### src/rtl/drive_mode_hub.sv
// drive_mode_hub: selects one of NUM_MODES driving-mode channels and registers its
// state/moving_state. Outputs are held idle for a settle window after power-up or a mode
// switch. Sends periodic and on-change command frames to the UART and latches detector
// frames from it.
// Optional feature: define DETECTOR_TIMEOUT_EN to mark detectors stale after DET_TIMEOUT
// cycles without rx_valid.
module drive_mode_hub #(
  parameter int unsigned NUM_MODES     = 3,
  parameter int unsigned SETTLE_CYCLES = 16,
  parameter int unsigned TX_PERIOD     = 100000,
  parameter int unsigned DET_TIMEOUT   = 1000000
) (
  input  logic                   sys_clk,
  input  logic                   rst,
  input  logic                   power,
  input  logic [1:0]             mode_sel,
  input  logic [2*NUM_MODES-1:0] mode_state,
  input  logic [4*NUM_MODES-1:0] mode_moving,
  output logic [1:0]             state,
  output logic [3:0]             moving_state,
  output logic [2:0]             state_light,
  output logic [3:0]             moving_light,
  output logic                   switching,
  output logic [7:0]             tx_data,
  output logic                   tx_valid,
  input  logic                   tx_ready,
  input  logic [7:0]             rx_data,
  input  logic                   rx_valid,
  output logic [3:0]             detectors,
  output logic                   det_stale
);

  localparam int unsigned SW = $clog2(SETTLE_CYCLES + 1);
  localparam int unsigned TW = $clog2(TX_PERIOD);
  localparam logic [SW-1:0] SETTLE_LOAD = SW'(SETTLE_CYCLES - 1);
  localparam logic [TW-1:0] TX_LAST     = TW'(TX_PERIOD - 1);

  if (NUM_MODES < 1 || NUM_MODES > 4) begin : g_bad_modes
    $error("drive_mode_hub: NUM_MODES must be 1..4");
  end
  if (SETTLE_CYCLES < 1 || TX_PERIOD < 2 || DET_TIMEOUT < 1) begin : g_bad_timing
    $error("drive_mode_hub: SETTLE_CYCLES>=1, TX_PERIOD>=2, DET_TIMEOUT>=1 required");
  end

  typedef enum logic [1:0] {ST_OFF, ST_SETTLE, ST_RUN} fsm_t;

  fsm_t          fsm;
  logic [1:0]    cur_mode;
  logic [SW-1:0] settle_cnt;
  logic [1:0]    sel_state;
  logic [3:0]    sel_moving;
  logic          sel_ok;

  logic [TW-1:0] tx_cnt;
  logic          tx_pend;
  logic [3:0]    moving_prev;
  logic          tx_req;
  logic          tx_hs;
  logic [7:0]    frame;

  logic          unused_rx_hi;
  assign unused_rx_hi = ^rx_data[7:4];

  assign sel_ok = (32'(mode_sel) < NUM_MODES);

  // Channel mux for the committed mode; out-of-range indices read as idle.
  always_comb begin
    sel_state  = '0;
    sel_moving = '0;
    for (int unsigned i = 0; i < NUM_MODES; i++) begin
      if (cur_mode == 2'(i)) begin
        sel_state  = mode_state[2*i +: 2];
        sel_moving = mode_moving[4*i +: 4];
      end
    end
  end

  // Mode FSM: power gating, settle window, registered channel outputs.
  always_ff @(posedge sys_clk) begin
    if (rst) begin
      fsm          <= ST_OFF;
      cur_mode     <= '0;
      settle_cnt   <= '0;
      state        <= '0;
      moving_state <= '0;
      switching    <= 1'b0;
    end else if (!power) begin
      fsm          <= ST_OFF;
      settle_cnt   <= '0;
      state        <= '0;
      moving_state <= '0;
      switching    <= 1'b0;
    end else begin
      state        <= '0;
      moving_state <= '0;
      case (fsm)
        ST_OFF: begin
          fsm        <= ST_SETTLE;
          cur_mode   <= mode_sel;
          settle_cnt <= SETTLE_LOAD;
          switching  <= 1'b1;
        end
        ST_SETTLE: begin
          // An invalid selection freezes the window until a real channel is chosen.
          if (!sel_ok) begin
            cur_mode <= mode_sel;
          end else if (mode_sel != cur_mode) begin
            cur_mode   <= mode_sel;
            settle_cnt <= SETTLE_LOAD;
          end else if (settle_cnt == '0) begin
            fsm          <= ST_RUN;
            switching    <= 1'b0;
            state        <= sel_state;
            moving_state <= sel_moving;
          end else begin
            settle_cnt <= settle_cnt - SW'(1);
          end
        end
        ST_RUN: begin
          if (mode_sel != cur_mode) begin
            fsm        <= ST_SETTLE;
            cur_mode   <= mode_sel;
            settle_cnt <= SETTLE_LOAD;
            switching  <= 1'b1;
          end else begin
            state        <= sel_state;
            moving_state <= sel_moving;
          end
        end
        default: begin
          fsm       <= ST_OFF;
          switching <= 1'b0;
        end
      endcase
    end
  end

  // State indicator decoded from the registered state; dark while unpowered.
  always_comb begin
    state_light = '0;
    if (fsm != ST_OFF) begin
      case (state)
        2'd0:    state_light = 3'b001;
        2'd1:    state_light = 3'b010;
        2'd2:    state_light = 3'b100;
        default: state_light = 3'b111;
      endcase
    end
  end

  assign moving_light = moving_state;

  assign tx_req = (tx_cnt == TX_LAST) || (moving_state != moving_prev);
  assign tx_hs  = tx_valid && tx_ready;
  assign frame  = {2'b10, cur_mode, moving_state};

  // TX framer: one outstanding frame, later requests collapse into a single follow-up.
  always_ff @(posedge sys_clk) begin
    if (rst) begin
      tx_cnt      <= '0;
      tx_pend     <= 1'b0;
      tx_valid    <= 1'b0;
      tx_data     <= '0;
      moving_prev <= '0;
    end else begin
      moving_prev <= moving_state;
      tx_cnt      <= (tx_hs || tx_cnt == TX_LAST) ? '0 : tx_cnt + TW'(1);
      if (!tx_valid) begin
        if (tx_req || tx_pend) begin
          tx_valid <= 1'b1;
          tx_data  <= frame;
          tx_pend  <= 1'b0;
        end
      end else if (tx_ready) begin
        // Follow-up frame goes out back-to-back with fresh contents.
        if (tx_req || tx_pend) begin
          tx_data <= frame;
          tx_pend <= 1'b0;
        end else begin
          tx_valid <= 1'b0;
        end
      end else if (tx_req) begin
        tx_pend <= 1'b1;
      end
    end
  end

`ifdef DETECTOR_TIMEOUT_EN
  localparam int unsigned DW = $clog2(DET_TIMEOUT + 1);
  logic [DW-1:0] silence;

  // Detector latch with rx-silence watchdog; stale data reads as all blocked.
  always_ff @(posedge sys_clk) begin
    if (rst) begin
      silence   <= '0;
      detectors <= '0;
      det_stale <= 1'b0;
    end else if (rx_valid) begin
      silence   <= '0;
      detectors <= rx_data[3:0];
      det_stale <= 1'b0;
    end else if (silence != DW'(DET_TIMEOUT)) begin
      silence <= silence + DW'(1);
      if (silence == DW'(DET_TIMEOUT - 1)) begin
        detectors <= 4'b1111;
        det_stale <= 1'b1;
      end
    end
  end
`else
  // Detector latch: holds the last received frame indefinitely.
  always_ff @(posedge sys_clk) begin
    if (rst) begin
      detectors <= '0;
    end else if (rx_valid) begin
      detectors <= rx_data[3:0];
    end
  end

  assign det_stale = 1'b0;
`endif

endmodule

### config.mk
export PLATFORM = sky130hd
export DESIGN_NAME = drive_mode_hub
export DESIGN_NICKNAME = d
export VERILOG_FILES = /design/src/rtl/drive_mode_hub.sv
export SDC_FILE = /design/constraint.sdc
export NUM_CORES = 1
export LEC_CHECK = 0
export CAP_MARGIN = 20
export CORE_ASPECT_RATIO = 0.7
export CORE_MARGIN = 2
export CORE_UTILIZATION = 49
export DETAILED_ROUTE_END_ITERATION = 10
export HOLD_SLACK_MARGIN = 0.15
export PLACE_DENSITY = 0.77
export SKIP_CTS_REPAIR_TIMING = 1
export SLEW_MARGIN = 0
export SYNTH_ARGS = -nofsm -noshare
export SYNTH_HDL_FRONTEND = slang
export SYNTH_SLANG_ARGS = --single-unit
export TNS_END_PERCENT = 30
### constraint.sdc
create_clock -name sys_clk -period 2.55 [get_ports sys_clk]
set_clock_uncertainty 0.15 [all_clocks]
set_input_delay 0.51 -clock sys_clk [delete_from_list [all_inputs] [get_ports sys_clk]]
set_output_delay 0.51 -clock sys_clk [all_outputs]
set_load 0.005 [all_outputs]
### Word-level counts from Yosys, hierarchy flattened

Index checks and enable logic that the tools add are counted.

| word-level totals | value |
|---|---|
| flip-flop bits (word level) | 51 |

| cells by class | value |
|---|---|
| add/sub/neg operators | 2 |
| order comparisons | 1 |
| equal/unequal tests | 16 |
| muxes and demuxes | 46 |
| bitwise operators | 1 |
| reduce and logical (&&, ||, !) cells | 15 |

Operators with widths:

| cell | number |
|---|---|
| 4-bit 2-to-1 mux | 7 |
| 2-bit 2-to-1 mux | 13 |
| 8-bit 2-to-1 mux | 3 |
| 5-bit 2-to-1 mux | 4 |
| 17-bit by 1-bit adder with 17-bit output (second input constant) | 1 |
| 17-bit equality test (second input constant) | 1 |
| 5-bit case mux with 3 select lines | 1 |
| 2-bit case mux with 3 select lines | 2 |
| 1-bit 2-to-1 mux | 11 |
| 3-bit case mux with 3 select lines | 1 |
| 2-bit != test (second input constant) | 4 |
| 4-bit case mux with 2 select lines | 1 |
| 4-bit AND reduction | 2 |
| 2-bit by 1-bit equality test with 1-bit output (second input constant) | 3 |
| 2-bit equality test (second input constant) | 3 |
| 2-bit zero test | 3 |
| 5-bit zero test | 1 |
| 5-bit by 1-bit subtractor with 5-bit output (second input constant) | 1 |
| 4-bit != test | 1 |
| 2-bit case mux with 2 select lines | 1 |
| 2-bit OR reduction | 2 |
| 1-bit logical OR | 3 |
| 3-bit 2-to-1 mux | 1 |
| 3-bit by 1-bit != test with 1-bit output (second input constant) | 1 |
| 10 further kinds | 10 |

### Depth between registers and ports, before layout

Gate-level depths: netlist of the first run.

| depth | value |
|---|---|
| word-level depth | 8 |
| gate-level depth with buffers | 8 |

### Least setup slack after synthesis of the first run

No wires, ideal clock.

| path | value |
|---|---|
| kind | register -> register |
| start | register fsm[1] |
| end | register settle_cnt[3] |
| library setup time | 95 ps |
| arrival time | 1657 ps |
| required time | 2305 ps |
| slack | 648 ps |
| cell stages (with the launch flop) | 9 |
| path buffers | 1 |
| period minus slack after synthesis | 1902 ps |
| cells stage by stage | dfxtp_1 inv_1 ha_1 buf_2 and3_1 a311o_1 a31oi_4 o21ai_1 a221oi_1 |

| on the way | value |
|---|---|
| longest elaborated chain between the ends | 3 |
| elaborated cells between the ends (all ways) | 9 |
| classes of those cells | eq/ne (5); mux (1); reduce/logical (3) |

Ends and longest elaborated chain:

| what | RTL line | text |
|---|---|---|
| start, declared | 47 | `fsm_t fsm;` |
| start signal, assigned | 81 | `fsm <= ST_OFF;` |
| start signal, assigned | 88 | `fsm <= ST_OFF;` |
| start signal, assigned | 98 | `fsm <= ST_SETTLE;` |
| 2-bit by 1-bit equality test with 1-bit output (tied with other cells) | 96 | `case (fsm)` |
| 3-bit != test (no line) (tied with other cells) | n/a |  |
| 4-bit AND reduction (no line) | n/a |  |
| end signal, assigned | 116 | `settle_cnt <= settle_cnt - SW'(1);` |
| end, declared | 49 | `logic [SW-1:0] settle_cnt;` |

Several ways; a longest one is shown, not always the timed one.
A chain may end at the register's enable or synchronous reset.

### Worst setup path in the final report of the first run

| path | value |
|---|---|
| start | register fsm[0] |
| end | output port state_light[1] |

| on the way | value |
|---|---|
| longest elaborated chain between the ends | 2 |

Ends and longest elaborated chain:

| what | RTL line | text |
|---|---|---|
| 2-bit nonzero test | 141 | `if (fsm != ST_OFF) begin` |
| 3-bit 2-to-1 mux | 141 |  |
| end, declared | 21 | `output logic [2:0] state_light,` |

Every way passes these cells.

==> summary.md, run 1 <==
| Metric | Value |
|---|---|
| Status | complete, no violations |
| Async set-reset flop share out of synthesis | 0% |
| Number of sinks on the clock net | 50 |
| X dimension of the die | 88.9 um |
| Insertion delay to the later sink of the worst-skew pair | approximately 0.31 ns |
| Number of cells in the design after placement | about 380 |
| Arrival time reported for the critical path endpoint | 1.74 ns |
| Flop pwr share | 48.7% |
| Total global routing track utilization | 18.8% |
| Starting Density | around 50% |
| Warnings from Yosys | 0 |
| Ant. Diodes | 0 |
| Power density over the cells | around 530 nW/um^2 |
| Routed length per placed instance | approximately 12 um |
| Setup Slack @ Placement | around 0.1 ns |
| Final setup violation count | 0 |
| Worst slew slack as a fraction of its limit | 63.0% |
| 1st-iter DRT viols | between 80 and 90 |
| Setup TNS | 0 ns |
| Count of maximum capacitance violations | 0 |
| Number of port buffers | 54 |
| Cts bufs inserted | 5 |
| Final non-filler cell total | a little under 400 |
| Average cell area after synthesis | slightly above 9 sq um |
| Antenna violations before repair | 0 |
| Pin count of the biggest net entering global routing | 25 |
| Wire length of the first global-routing pass | between 8000 and 9000 um |
| Number of fill cells | between 400 and 500 |
| Aggregate global routing overflow | 0 |
| Number of iterations in the first detailed-routing pass | 4 |
| Slack of the critical path | between 0.1 and 0.15 ns |
| Clock Pin Slew Worst Setup and Hold Paths | ~0.09 ns |
| Share of total power in combinational logic | between 10% and 20% |
| CP Max Fanout | 5 |
| Endpoint class of the critical path | output port |
| Final design utilization | between 60% and 70% |
| Number of enable flip-flop cells after synthesis | 0 |
| Core Area | 4810 sq um |
| Part of the total power dissipated in the clock network | about two fifths |
| Post-route design area | ~3200 sq um |
| Vias per std cell | roughly 5 |
| Static Leak | about 1.2 nW |
| Sum of internal, switching and leakage power | 1.67 mW |
| TritonCTS clock tree | built |
| Area delta synth->final | 28.2% |
| Max Clock Freq | 416 MHz |
| Mapped Cells | approximately 270 |
| Part of the cycle the worst path needs | a little over nine tenths |
| Proportion of layout cells with a drive suffix above 1 | between 10% and 20% |
| Endpoint required time on the critical path | ~1.9 ns |
| Number of remaining DRC errors | 0 |
| Power spent charging and discharging nets | around 370 uW |
| Distinct cell type count of the synthesized netlist | roughly 50 |
| Transition time at the pin with the least slew margin | between 0.5 and 0.6 ns |
| Final count of pins violating max slew | 0 |
| Die height | approximately 63 um |
| Cell Area, Synth | about 2500 sq um |
| Vias after detailed routing | between 1500 and 2000 |
| Site row count | 21 |
| Count of H-tree levels built during CTS | 2 |
| Cell at the root of the clock tree | sky130_fd_sc_hd__clkbuf_8 |
| Highest ir drop seen on vdd | 0.245 mV |
| Worst hold path type | flip-flop to flip-flop |
| Critical path startpoint category | flip-flop |
| Cell internal pwr | 1.29 mW |
| Max Buffers Root-to-Sink | 2 |
| Critical path type | flip-flop to output port |
| Final wirelength | ~4700 um |
| Last weighted congestion value of the routability-driven placer | 0.781 |
| Hold slack final | ~0.31 ns |
| Yosys reg bits | 50 |
| Number of antenna-violating nets in the routed design | 0 |
| Placed cell areas | around 3000 sq um |
| Vias in the first global route | ~1800 |
| Most common flop cell mapped by yosys | sky130_fd_sc_hd__dfxtp_1 |
| Net total in the final layout | between 300 and 400 |
| Hold violation total from the final report | 0 |
| Share of total power consumed by net switching | between 20% and 30% |
| HPWL Detailed | approximately 3500 um |
| RSZ-0062 raised after global routing | false |
| Io pins | between 60 and 70 |
| Die area | around 5600 sq um |
| Sequential-to-total area share from yosys stat | 40.5% |
| Period minus WS final | 2.40 ns |
[worst paths after layout]
| check | slack, ns | from | cells after the start | to |
|---|---|---|---|---|
| hold / removal | 0.31 | tx_cnt[0]$_SDFF_PP0_ | 1 | tx_cnt[0]$_SDFF_PP0_ |
| setup reg to reg | 0.33 | fsm[1]$_SDFFE_PP0P_ | 7 | settle_cnt[3]$_SDFFE_PP0P_ |
| hold reg to reg | 0.31 | tx_cnt[0]$_SDFF_PP0_ | 1 | tx_cnt[0]$_SDFF_PP0_ |
| setup / recovery | 0.15 | fsm[0]$_SDFFE_PP0P_ | 4 | state_light[1] |
[state kept, by name (all words and copies together), names as in the netlist]
signal,flops
tx_cnt,17
tx_data,7
settle_cnt,5
detectors,4
moving_light,4
moving_prev,4
cur_mode,2
fsm,2
state,2
switching,1
tx_pend,1
tx_valid,1
[cell usage after synthesis (2+ instances only)]
| master | number | share of area, % |
|---|---|---|
| sky130_fd_sc_hd__xor2_1 | 6 | 2.1 |
| sky130_fd_sc_hd__nor3_1 | 7 | 1.4 |
| sky130_fd_sc_hd__buf_2 | 2 | 0.40 |
| sky130_fd_sc_hd__buf_4 | 9 | 2.7 |
| sky130_fd_sc_hd__a21oi_1 | 10 | 2.0 |
| sky130_fd_sc_hd__mux2_2 | 4 | 1.8 |
| sky130_fd_sc_hd__mux2i_1 | 14 | 5.7 |
| sky130_fd_sc_hd__or2_2 | 2 | 0.51 |
| sky130_fd_sc_hd__inv_1 | 12 | 1.8 |
| sky130_fd_sc_hd__nor3b_1 | 2 | 0.61 |
| sky130_fd_sc_hd__clkbuf_1 | 3 | 0.46 |
| sky130_fd_sc_hd__nor4b_4 | 2 | 1.9 |
| sky130_fd_sc_hd__nor4_1 | 2 | 0.51 |
| sky130_fd_sc_hd__a22oi_1 | 2 | 0.61 |
| sky130_fd_sc_hd__nand2b_1 | 7 | 1.8 |
| sky130_fd_sc_hd__nor2_1 | 50 | 7.6 |
| sky130_fd_sc_hd__nand3_1 | 10 | 2.0 |
| sky130_fd_sc_hd__ha_1 | 9 | 4.6 |
| sky130_fd_sc_hd__nand4_1 | 2 | 0.51 |
| sky130_fd_sc_hd__and3_1 | 2 | 0.51 |
| sky130_fd_sc_hd__nand2_1 | 7 | 1.1 |
| sky130_fd_sc_hd__xnor2_1 | 15 | 5.3 |
| sky130_fd_sc_hd__a211oi_1 | 2 | 0.61 |
| sky130_fd_sc_hd__dfxtp_1 | 50 | 40 |
| sky130_fd_sc_hd__nor2b_1 | 4 | 1.0 |
| sky130_fd_sc_hd__and2b_2 | 8 | 2.8 |
[power by group through the flow]
stage | Combinational, mW | Clock [mW] | Sequential [mW]
after floorplan | 0.114 | 0 | 0.827
after global placement | 0.185 | 0 | 0.829
after detailed placement | 0.188 | 0 | 0.830
after CTS | 0.189 | 0.678 | 0.811
after global routing | 0.209 | 0.710 | 0.814
final | 0.189 | 0.665 | 0.811
[worst max-delay path, cell delays in order (launching register included)]
cell,delay [ns]
sky130_fd_sc_hd__dfxtp_1,0.41
sky130_fd_sc_hd__inv_1,0.10
sky130_fd_sc_hd__ha_1,0.29
sky130_fd_sc_hd__nor2_1,0.13
sky130_fd_sc_hd__clkdlybuf4s50_1,0.51
[cells in the final DEF (no fill, tap or decap), types with 2 or more instances in the layout]
cell type,netlist,final
sky130_fd_sc_hd__nand2_1,7,7
sky130_fd_sc_hd__nand3_1,10,10
sky130_fd_sc_hd__xor2_1,6,6
sky130_fd_sc_hd__clkdlybuf4s50_1,0,54
sky130_fd_sc_hd__bufinv_16,0,2
sky130_fd_sc_hd__and2b_2,8,8
sky130_fd_sc_hd__ha_1,9,9
sky130_fd_sc_hd__conb_1,1,2
sky130_fd_sc_hd__mux2_2,4,4
sky130_fd_sc_hd__nor3b_1,2,2
sky130_fd_sc_hd__clkbuf_8,0,5
sky130_fd_sc_hd__mux2i_1,14,14
sky130_fd_sc_hd__a21oi_1,10,10
sky130_fd_sc_hd__xnor2_1,15,15
sky130_fd_sc_hd__inv_1,12,12
sky130_fd_sc_hd__nand2b_1,7,7
sky130_fd_sc_hd__nor4b_4,2,2
sky130_fd_sc_hd__dfxtp_1,50,50
sky130_fd_sc_hd__nor4_1,2,2
sky130_fd_sc_hd__nor2_1,50,50
sky130_fd_sc_hd__a211oi_1,2,2
sky130_fd_sc_hd__and3_1,2,2
sky130_fd_sc_hd__a22oi_1,2,2
sky130_fd_sc_hd__buf_4,9,4
sky130_fd_sc_hd__nor3_1,7,7
sky130_fd_sc_hd__or2_2,2,2
sky130_fd_sc_hd__nor2b_1,4,4
sky130_fd_sc_hd__nand4_1,2,2
[final cells by class]
type                    instances  area [sq um]  share of cell area, %
multi-input cells             190          1330                   42.0
flip-flops and latches         50          1000                   31.6
repair buffers                 58           571                   18.0
well taps                      69          86.3                   2.72
clock buffers                   5          68.8                   2.17
clock inverters                 3          68.8                   2.17
inverters                      12          45.0                   1.42
[kinds of logic (layout without fill, tap and decap cells)]
kind of cell,after synthesis,count (layout),share of synthesized area (%)
AND/OR/NAND/NOR,114,114,25.5
flip-flops,50,50,40.5
buffers and inverters,27,78,5.87
AO/OA/AOI/OAI,26,26,8.50
XOR/XNOR,21,21,7.44
multiplexers,18,18,7.49
adder cells (fa/ha/maj),9,9,4.55
other,1,2,0.152
[metal layers]
layer	vias to the layer above	part of all wire, %	global-route usage (%)
met5	-	0	0
met4	0	2.7	10.2
met3	12	7.5	7.21
met2	52	39	24.8
met1	849	51	25.9
li1	990	-	-
Note: power is estimated with default switching activity, not from simulation.
==> run 2, diff against run 1 <==
Settings changed: CORE_MARGIN 2 to not set, CORE_UTILIZATION 49 to 45, PLACE_DENSITY 0.77 to 0.72.
==> run 2 against run 1 <==
Net effect:
- critical path depth unchanged
- combinational power about the same
- largest cell class unchanged
- sequential cell count did not move
- largest power group unchanged
- fmax grew 1.9%
- critical endpoint is now state_light[0]
==> summary.md, run 2 (synthesized netlist as in run 1, its figures left out) <==
| Metric | Value |
|---|---|
| Terminus of the critical flop-to-flop path | settle_cnt[3]$_SDFFE_PP0P_ |
| Power spent charging and discharging nets | 334 uW (-10%) |
| Die area | 5800 sq um (+2.8%) |
| Number of port buffers | 54 (unchanged) |
| Transition time at the pin with the least slew margin | 0.519 ns (-0.0290 ns) |
| Share of total power in combinational logic | 13.1% (+1.7 points) |
| TritonCTS clock tree | built |
| Pin count of the biggest net entering global routing | 25 (unchanged) |
| Most frequent cells in the layout | sky130_fd_sc_hd__clkdlybuf4s50_1 (54), sky130_fd_sc_hd__nor2_1 (50), sky130_fd_sc_hd__dfxtp_1 (50), sky130_fd_sc_hd__xnor2_1 (15), sky130_fd_sc_hd__mux2i_1 (14) |
| Worst slew slack as a fraction of its limit | 64.9% (+2.0 points) |
| CP Max Fanout | 5 (unchanged) |
| Count of H-tree levels built during CTS | 2 (unchanged) |
| Endpoint required time on the critical path | 1.89 ns (about the same) |
| X dimension of the die | 90.6 um (+1.9%) |
| R2r setup slk | 0.43 ns (+0.10 ns) |
| HPWL Detailed | 3540 um (about the same) |
| Endpoint class of the critical path | output port |
| Count of maximum capacitance violations | 0 (unchanged) |
| Number of antenna-violating nets in the routed design | 0 (unchanged) |
| Cell internal pwr | 1.09 mW (-16%) |
| Share of total power consumed by net switching | 23.5% (+1.1 points) |
| Number of fill cells | 449 (+9.5%) |
| Vias after detailed routing | 1909 (+0.32%) |
| Vias per std cell | 4.91 (-0.20%) |
| 1st-iter DRT viols | 53 (-36%) |
| Total global routing track utilization | 18.0% (-0.76 points) |
| Source of the worst register-to-register timing path | fsm[1]$_SDFFE_PP0P_ |
| Last weighted congestion value of the routability-driven placer | 0.810 (+3.7%) |
| Max Buffers Root-to-Sink | 2 (unchanged) |
| Max FFs per register | 17 (unchanged) |
| RSZ-0062 raised after global routing | false |
| Antenna violations before repair | 0 (unchanged) |
| Max Clock Freq | 424 MHz (+1.9%) |
| Part of the cycle the worst path needs | 92.4% (-1.8 points) |
| Critical path startpoint category | flip-flop |
| Period minus WS final | 2.36 ns (-0.0451 ns) |
| Cell count of the worst reg-to-reg path | 7 (unchanged) |
| Ant. Diodes | 0 (unchanged) |
| Hold violation total from the final report | 0 (unchanged) |
| Power density over the cells | 457 nW/um^2 (-13%) |
| Io pins | 61 (unchanged) |
| Number of sinks on the clock net | 50 (unchanged) |
| Clock Pin Slew Worst Setup and Hold Paths | 0.08 ns (about the same) |
| Largest registers | tx_cnt (17), tx_data (7), settle_cnt (5) |
| Area delta synth->final | 25.9% |
| Vias in the first global route | 1800 (+0.45%) |
| Routed length per placed instance | 12.2 um (-0.39%) |
| Aggregate global routing overflow | 0 (unchanged) |
| Wire length of the first global-routing pass | 8330 um (+2.2%) |
| Final count of pins violating max slew | 0 (unchanged) |
| Leading cell type in the layout, fill and taps excluded | sky130_fd_sc_hd__clkdlybuf4s50_1 |
| Final wirelength | 4750 um (+0.13%) |
| Final setup violation count | 0 (unchanged) |
| Register with the most flip-flops | tx_cnt |
| Number of remaining DRC errors | 0 (unchanged) |
| Insertion delay to the later sink of the worst-skew pair | 0.30 ns (about the same) |
| Storage cell area | 1000 sq um (unchanged) |
| Proportion of layout cells with a drive suffix above 1 | 10.1% (-0.91 points) |
| Site row count | 22 (+4.8%) |
| Area of the multi-input gates | 1330 sq um (unchanged) |
| Sum of internal, switching and leakage power | 1.42 mW (-15%) |
| Number of iterations in the first detailed-routing pass | 4 (unchanged) |
| Critical path type | flip-flop to output port |
| Net total in the final layout | 359 (unchanged) |
| Cts bufs inserted | 5 (unchanged) |
| Status | complete, no violations |
| Worst hold path type | flip-flop to flip-flop |
| Critical path destination | state_light[0] |
| Highest ir drop seen on vdd | 0.194 mV (-21%) |
| Static Leak | 1.16 nW (-2.5%) |
| Crit path from | fsm[0]$_SDFFE_PP0P_ |
| Arrival time reported for the critical path endpoint | 1.70 ns (-0.04 ns) |
| Die height | 64.0 um (+0.92%) |
| Part of the total power dissipated in the clock network | 29.9% (-10 points) |
| Starting Density | 47.0% (-4.4 points) |
| Flop pwr share | 57.0% (+8.3 points) |
| Cell at the root of the clock tree | sky130_fd_sc_hd__clkbuf_8 |
| Setup TNS | 0 ns (unchanged) |
| Core Area | 5260 sq um (+9.3%) |
## run 2: cell types whose count changed in the layout (fill, tap and decap cells not counted), sizes merged
cell    delta
bufinv     -2
clkbuf     +2
clkinv     -1
## run 2: worst min-delay path by stage
stage	to	startpoint	slack (ns)	cells after the start
3_5_place_dp	tx_cnt[0]$_SDFF_PP0_	tx_cnt[0]$_SDFF_PP0_	0.29	1
6_report	tx_data[7]$_SDFFE_PP0P_	tx_data[7]$_SDFFE_PP0P_	0.30	2
2_1_floorplan	tx_cnt[0]$_SDFF_PP0_	tx_cnt[0]$_SDFF_PP0_	0.27	1
3_3_place_gp	tx_cnt[0]$_SDFF_PP0_	tx_cnt[0]$_SDFF_PP0_	0.28	1
4_1_cts	tx_cnt[0]$_SDFF_PP0_	tx_cnt[0]$_SDFF_PP0_	0.31	1
5_1_grt	tx_cnt[0]$_SDFF_PP0_	tx_cnt[0]$_SDFF_PP0_	0.33	1
## run 2: layout make-up
| type | instances | share of cell area (%) |
|---|---|---|
| tap | 72 | 2.89 |
| sequential | 50 | 32.1 |
| clock buffer | 7 | 2.45 |
| inverter | 12 | 1.45 |
| multi-input combinational | 190 | 42.7 |
| timing repair buffer | 58 | 18.3 |
## run 2: per-stage QoR
step | worst slack, ns | hold WS (ns) | util, % | area (sq um) | instances
2_1_floorplan | 0.648 | 0.268 | - | 2480 | 267
3_3_place_gp | 0.123 | 0.277 | 57.8 | 3040 | 382
3_5_place_dp | 0.120 | 0.286 | 57.8 | 3040 | 382
4_1_cts | 0.172 | 0.306 | 59.2 | 3110 | 389
5_1_grt | 0.0526 | 0.326 | 59.2 | 3110 | 389
6_report | 0.193 | 0.301 | 59.2 | 3110 | 389
## run 2: critical path, cell delays in order (launching register included)
cell and delay [ns]:
sky130_fd_sc_hd__dfxtp_1 0.39, sky130_fd_sc_hd__inv_1 0.09, sky130_fd_sc_hd__ha_1 0.27, sky130_fd_sc_hd__nor2b_1 0.14, sky130_fd_sc_hd__clkdlybuf4s50_1 0.51
## run 2: power groups by stage
stage / Combinational, mW / Sequential, mW / Clock (mW)
2_1_floorplan: 0.114 / 0.827 / 0
3_3_place_gp: 0.185 / 0.829 / 0
3_5_place_dp: 0.187 / 0.829 / 0
4_1_cts: 0.188 / 0.811 / 0.443
5_1_grt: 0.210 / 0.815 / 0.471
6_report: 0.187 / 0.811 / 0.426
## run 2: routing by layer
layer  GRT usage (%)  part of all wire [%]
met1            25.2                    52
met2            25.7                    38
met3            5.95                   8.3
met4            6.65                   1.3
met5               0                     0
==> run 3, diff against run 2 <==
Settings changed: PLACE_DENSITY 0.72 to not set, PLACE_DENSITY_LB_ADDON set to 0.08.
==> run 3 against run 2 <==
Net effect:
- clock power grew 58%
- sequential share of layout area shrank 0.74 points
- hold slack lost 0.0045 ns
- utilization grew 1.4 points
- via count shrank 1.5%
- non-clock buffer count grew 1
- global-route usage shrank 0.29 points
- first-iteration DRC count shrank 3.8%
- die area is the same
- cell count grew 0.51%
- critical endpoint is now state_light[2]
- highest routed layer unchanged
==> summary.md, run 3 (synthesized netlist as in run 1, its figures left out) <==
| Metric | Value |
|---|---|
| Endpoint class of the critical path | output port |
| Number of remaining DRC errors | 0 (unchanged) |
| Terminus of the critical flop-to-flop path | settle_cnt[3]$_SDFFE_PP0P_ |
| Placed cell areas | 3050 sq um (+0.25%) |
| Arrival time reported for the critical path endpoint | 1.71 ns (about the same) |
| Critical path startpoint category | flip-flop |
| Max Buffers Root-to-Sink | 2 (unchanged) |
| Wire length of the first global-routing pass | 8170 um (-1.9%) |
| Cell at the root of the clock tree | sky130_fd_sc_hd__clkbuf_8 |
| Final count of pins violating max slew | 0 (unchanged) |
| Sum of internal, switching and leakage power | 1.67 mW (+17%) |
| Site row count | 22 (unchanged) |
| Number of sinks on the clock net | 50 (unchanged) |
| Net total in the final layout | 360 (+0.28%) |
| Insertion delay to the later sink of the worst-skew pair | 0.30 ns (about the same) |
| Routed length per placed instance | 12.1 um (-0.66%) |
| Die area | 5800 sq um (unchanged) |
| Leading cell type in the layout, fill and taps excluded | sky130_fd_sc_hd__clkdlybuf4s50_1 |
| Most frequent cells in the layout | sky130_fd_sc_hd__clkdlybuf4s50_1 (54), sky130_fd_sc_hd__nor2_1 (50), sky130_fd_sc_hd__dfxtp_1 (50), sky130_fd_sc_hd__xnor2_1 (15), sky130_fd_sc_hd__mux2i_1 (14) |
| Post-route design area | 3190 sq um (+2.4%) |
| Max Clock Freq | 421 MHz (-0.68%) |
| Source of the worst register-to-register timing path | fsm[1]$_SDFFE_PP0P_ |
| Final setup violation count | 0 (unchanged) |
| Setup TNS | 0 ns (unchanged) |
| Number of port buffers | 54 (unchanged) |
| X dimension of the die | 90.6 um (unchanged) |
| Io pins | 61 (unchanged) |
| Hold violation total from the final report | 0 (unchanged) |
| RSZ-0062 raised after global routing | false |
| Cts bufs inserted | 5 (unchanged) |
| Cells traversed along the worst timing path | inv_1 -> ha_1 -> nor2_1 -> clkdlybuf4s50_1 |
| R2r setup slk | 0.40 ns (-0.03 ns) |
| Antenna violations before repair | 0 (unchanged) |
| Endpoint required time on the critical path | 1.89 ns (about the same) |
| CP Max Fanout | 5 (unchanged) |
| HPWL Detailed | 3650 um (+2.9%) |
| Cell count of the worst reg-to-reg path | 7 (unchanged) |
| Final wirelength | 4740 um (-0.15%) |
| Core Area | 5260 sq um (unchanged) |
| Count of maximum capacitance violations | 0 (unchanged) |
| Proportion of layout cells with a drive suffix above 1 | 11.3% (+1.2 points) |
| 1st-iter DRT viols | 51 (-3.8%) |
| Number of cells in the design after placement | 383 (+0.26%) |
| Number of iterations in the first detailed-routing pass | 4 (unchanged) |
| Power density over the cells | 524 nW/um^2 (+15%) |
| Final non-filler cell total | 391 (+0.51%) |
| Total global routing track utilization | 17.7% (-0.29 points) |
| Crit path from | fsm[0]$_SDFFE_PP0P_ |
| Area delta synth->final | 28.9% |
| Clock Pin Slew Worst Setup and Hold Paths | 0.09 ns (about the same) |
| Part of the cycle the worst path needs | 93.1% (+0.63 points) |
| Vias in the first global route | 1749 (-2.8%) |
| Period minus WS final | 2.37 ns (+0.0162 ns) |
| Max FFs per register | 17 (unchanged) |
| Number of antenna-violating nets in the routed design | 0 (unchanged) |
| Critical path type | flip-flop to output port |
| Worst hold path type | flip-flop to flip-flop |
| Die height | 64.0 um (unchanged) |
| Ant. Diodes | 0 (unchanged) |
| Critical-path cell with the highest stage delay | sky130_fd_sc_hd__clkdlybuf4s50_1 |
| Crit path buffers/inverters | 2 (unchanged) |
| Worst-case hold path end point | tx_data[7]$_SDFFE_PP0P_ |
| Static Leak | 1.19 nW (+3.3%) |
| Worst Hold Launch | tx_data[7]$_SDFFE_PP0P_ |
| Register with the most flip-flops | tx_cnt |
| Last weighted congestion value of the routability-driven placer | 0.796 (-1.7%) |
| Setup Slack @ Placement | 0.0845 ns (-0.0358 ns) |
| Hold slack final | 0.296 ns (-0.00447 ns) |
| Count of cells along the worst hold path | 2 (unchanged) |
| Number of fill cells | 488 (+8.7%) |
| Status | complete, no violations |
| Final design utilization | 60.6% (+1.4 points) |
| Slack of the critical path | 0.177 ns (-0.0162 ns) |
| Highest ir drop seen on vdd | 0.217 mV (+12%) |
| Pin count of the biggest net entering global routing | 25 (unchanged) |
| Vias after detailed routing | 1880 (-1.5%) |
| Count of H-tree levels built during CTS | 2 (unchanged) |
| Starting Density | 47.0% (unchanged) |
| Largest registers | tx_cnt (17), tx_data (7), settle_cnt (5) |
| Cell class contributing the biggest share of worst-path delay | buffers and inverters |
| Worst path max stage delay | 0.51 ns (about the same) |
| Aggregate global routing overflow | 0 (unchanged) |
| Vias per std cell | 4.81 (-2.0%) |
| TritonCTS clock tree | built |
==> run 3: layout make-up <==
class,count,area (sq um),share of cell area (%)
timing repair buffer,59,578,18.1
clock inverter,2,60.1,1.88
sequential,50,1000,31.4
tap,72,90.1,2.83
multi-input combinational,190,1330,41.8
inverter,12,45.0,1.41
clock buffer,6,82.6,2.59
==> run 3: worst min-delay path: stages, from the launching register on <==
cell                      delay (ns)
sky130_fd_sc_hd__dfxtp_1        0.31
sky130_fd_sc_hd__inv_1          0.05
sky130_fd_sc_hd__a21oi_1        0.05
==> run 3: worst max-delay path by stage <==
stage | end | cells after the start
after detailed placement | moving_light[2]$_SDFF_PP0_ | 5
after global placement | settle_cnt[4]$_SDFFE_PP0P_ | 6
after floorplan | settle_cnt[3]$_SDFFE_PP0P_ | 8
after global routing | state_light[1] | 4
final | state_light[2] | 4
after CTS | state_light[2] | 4
==> run 3: power by group <==
group / switching [mW] / leakage, nW / total (mW) / internal, mW
clock network: 0.253 / 0.0714 / 0.671 / 0.418
logic: 0.0844 / 0.717 / 0.189 / 0.104
registers: 0.0146 / 0.406 / 0.812 / 0.797
==> run 3: per-layer routing <==
metal / global-route usage [%] / vias to the layer above / routed length (um) / part of all wire (%)
li1: - / 999 / - / -
met1: 25.7 / 820 / 2600 / 55
met2: 24.4 / 57 / 1760 / 37
met3: 5.95 / 4 / 326 / 6.9
met4: 5.44 / 0 / 50 / 1.1
met5: 0 / - / 0 / 0
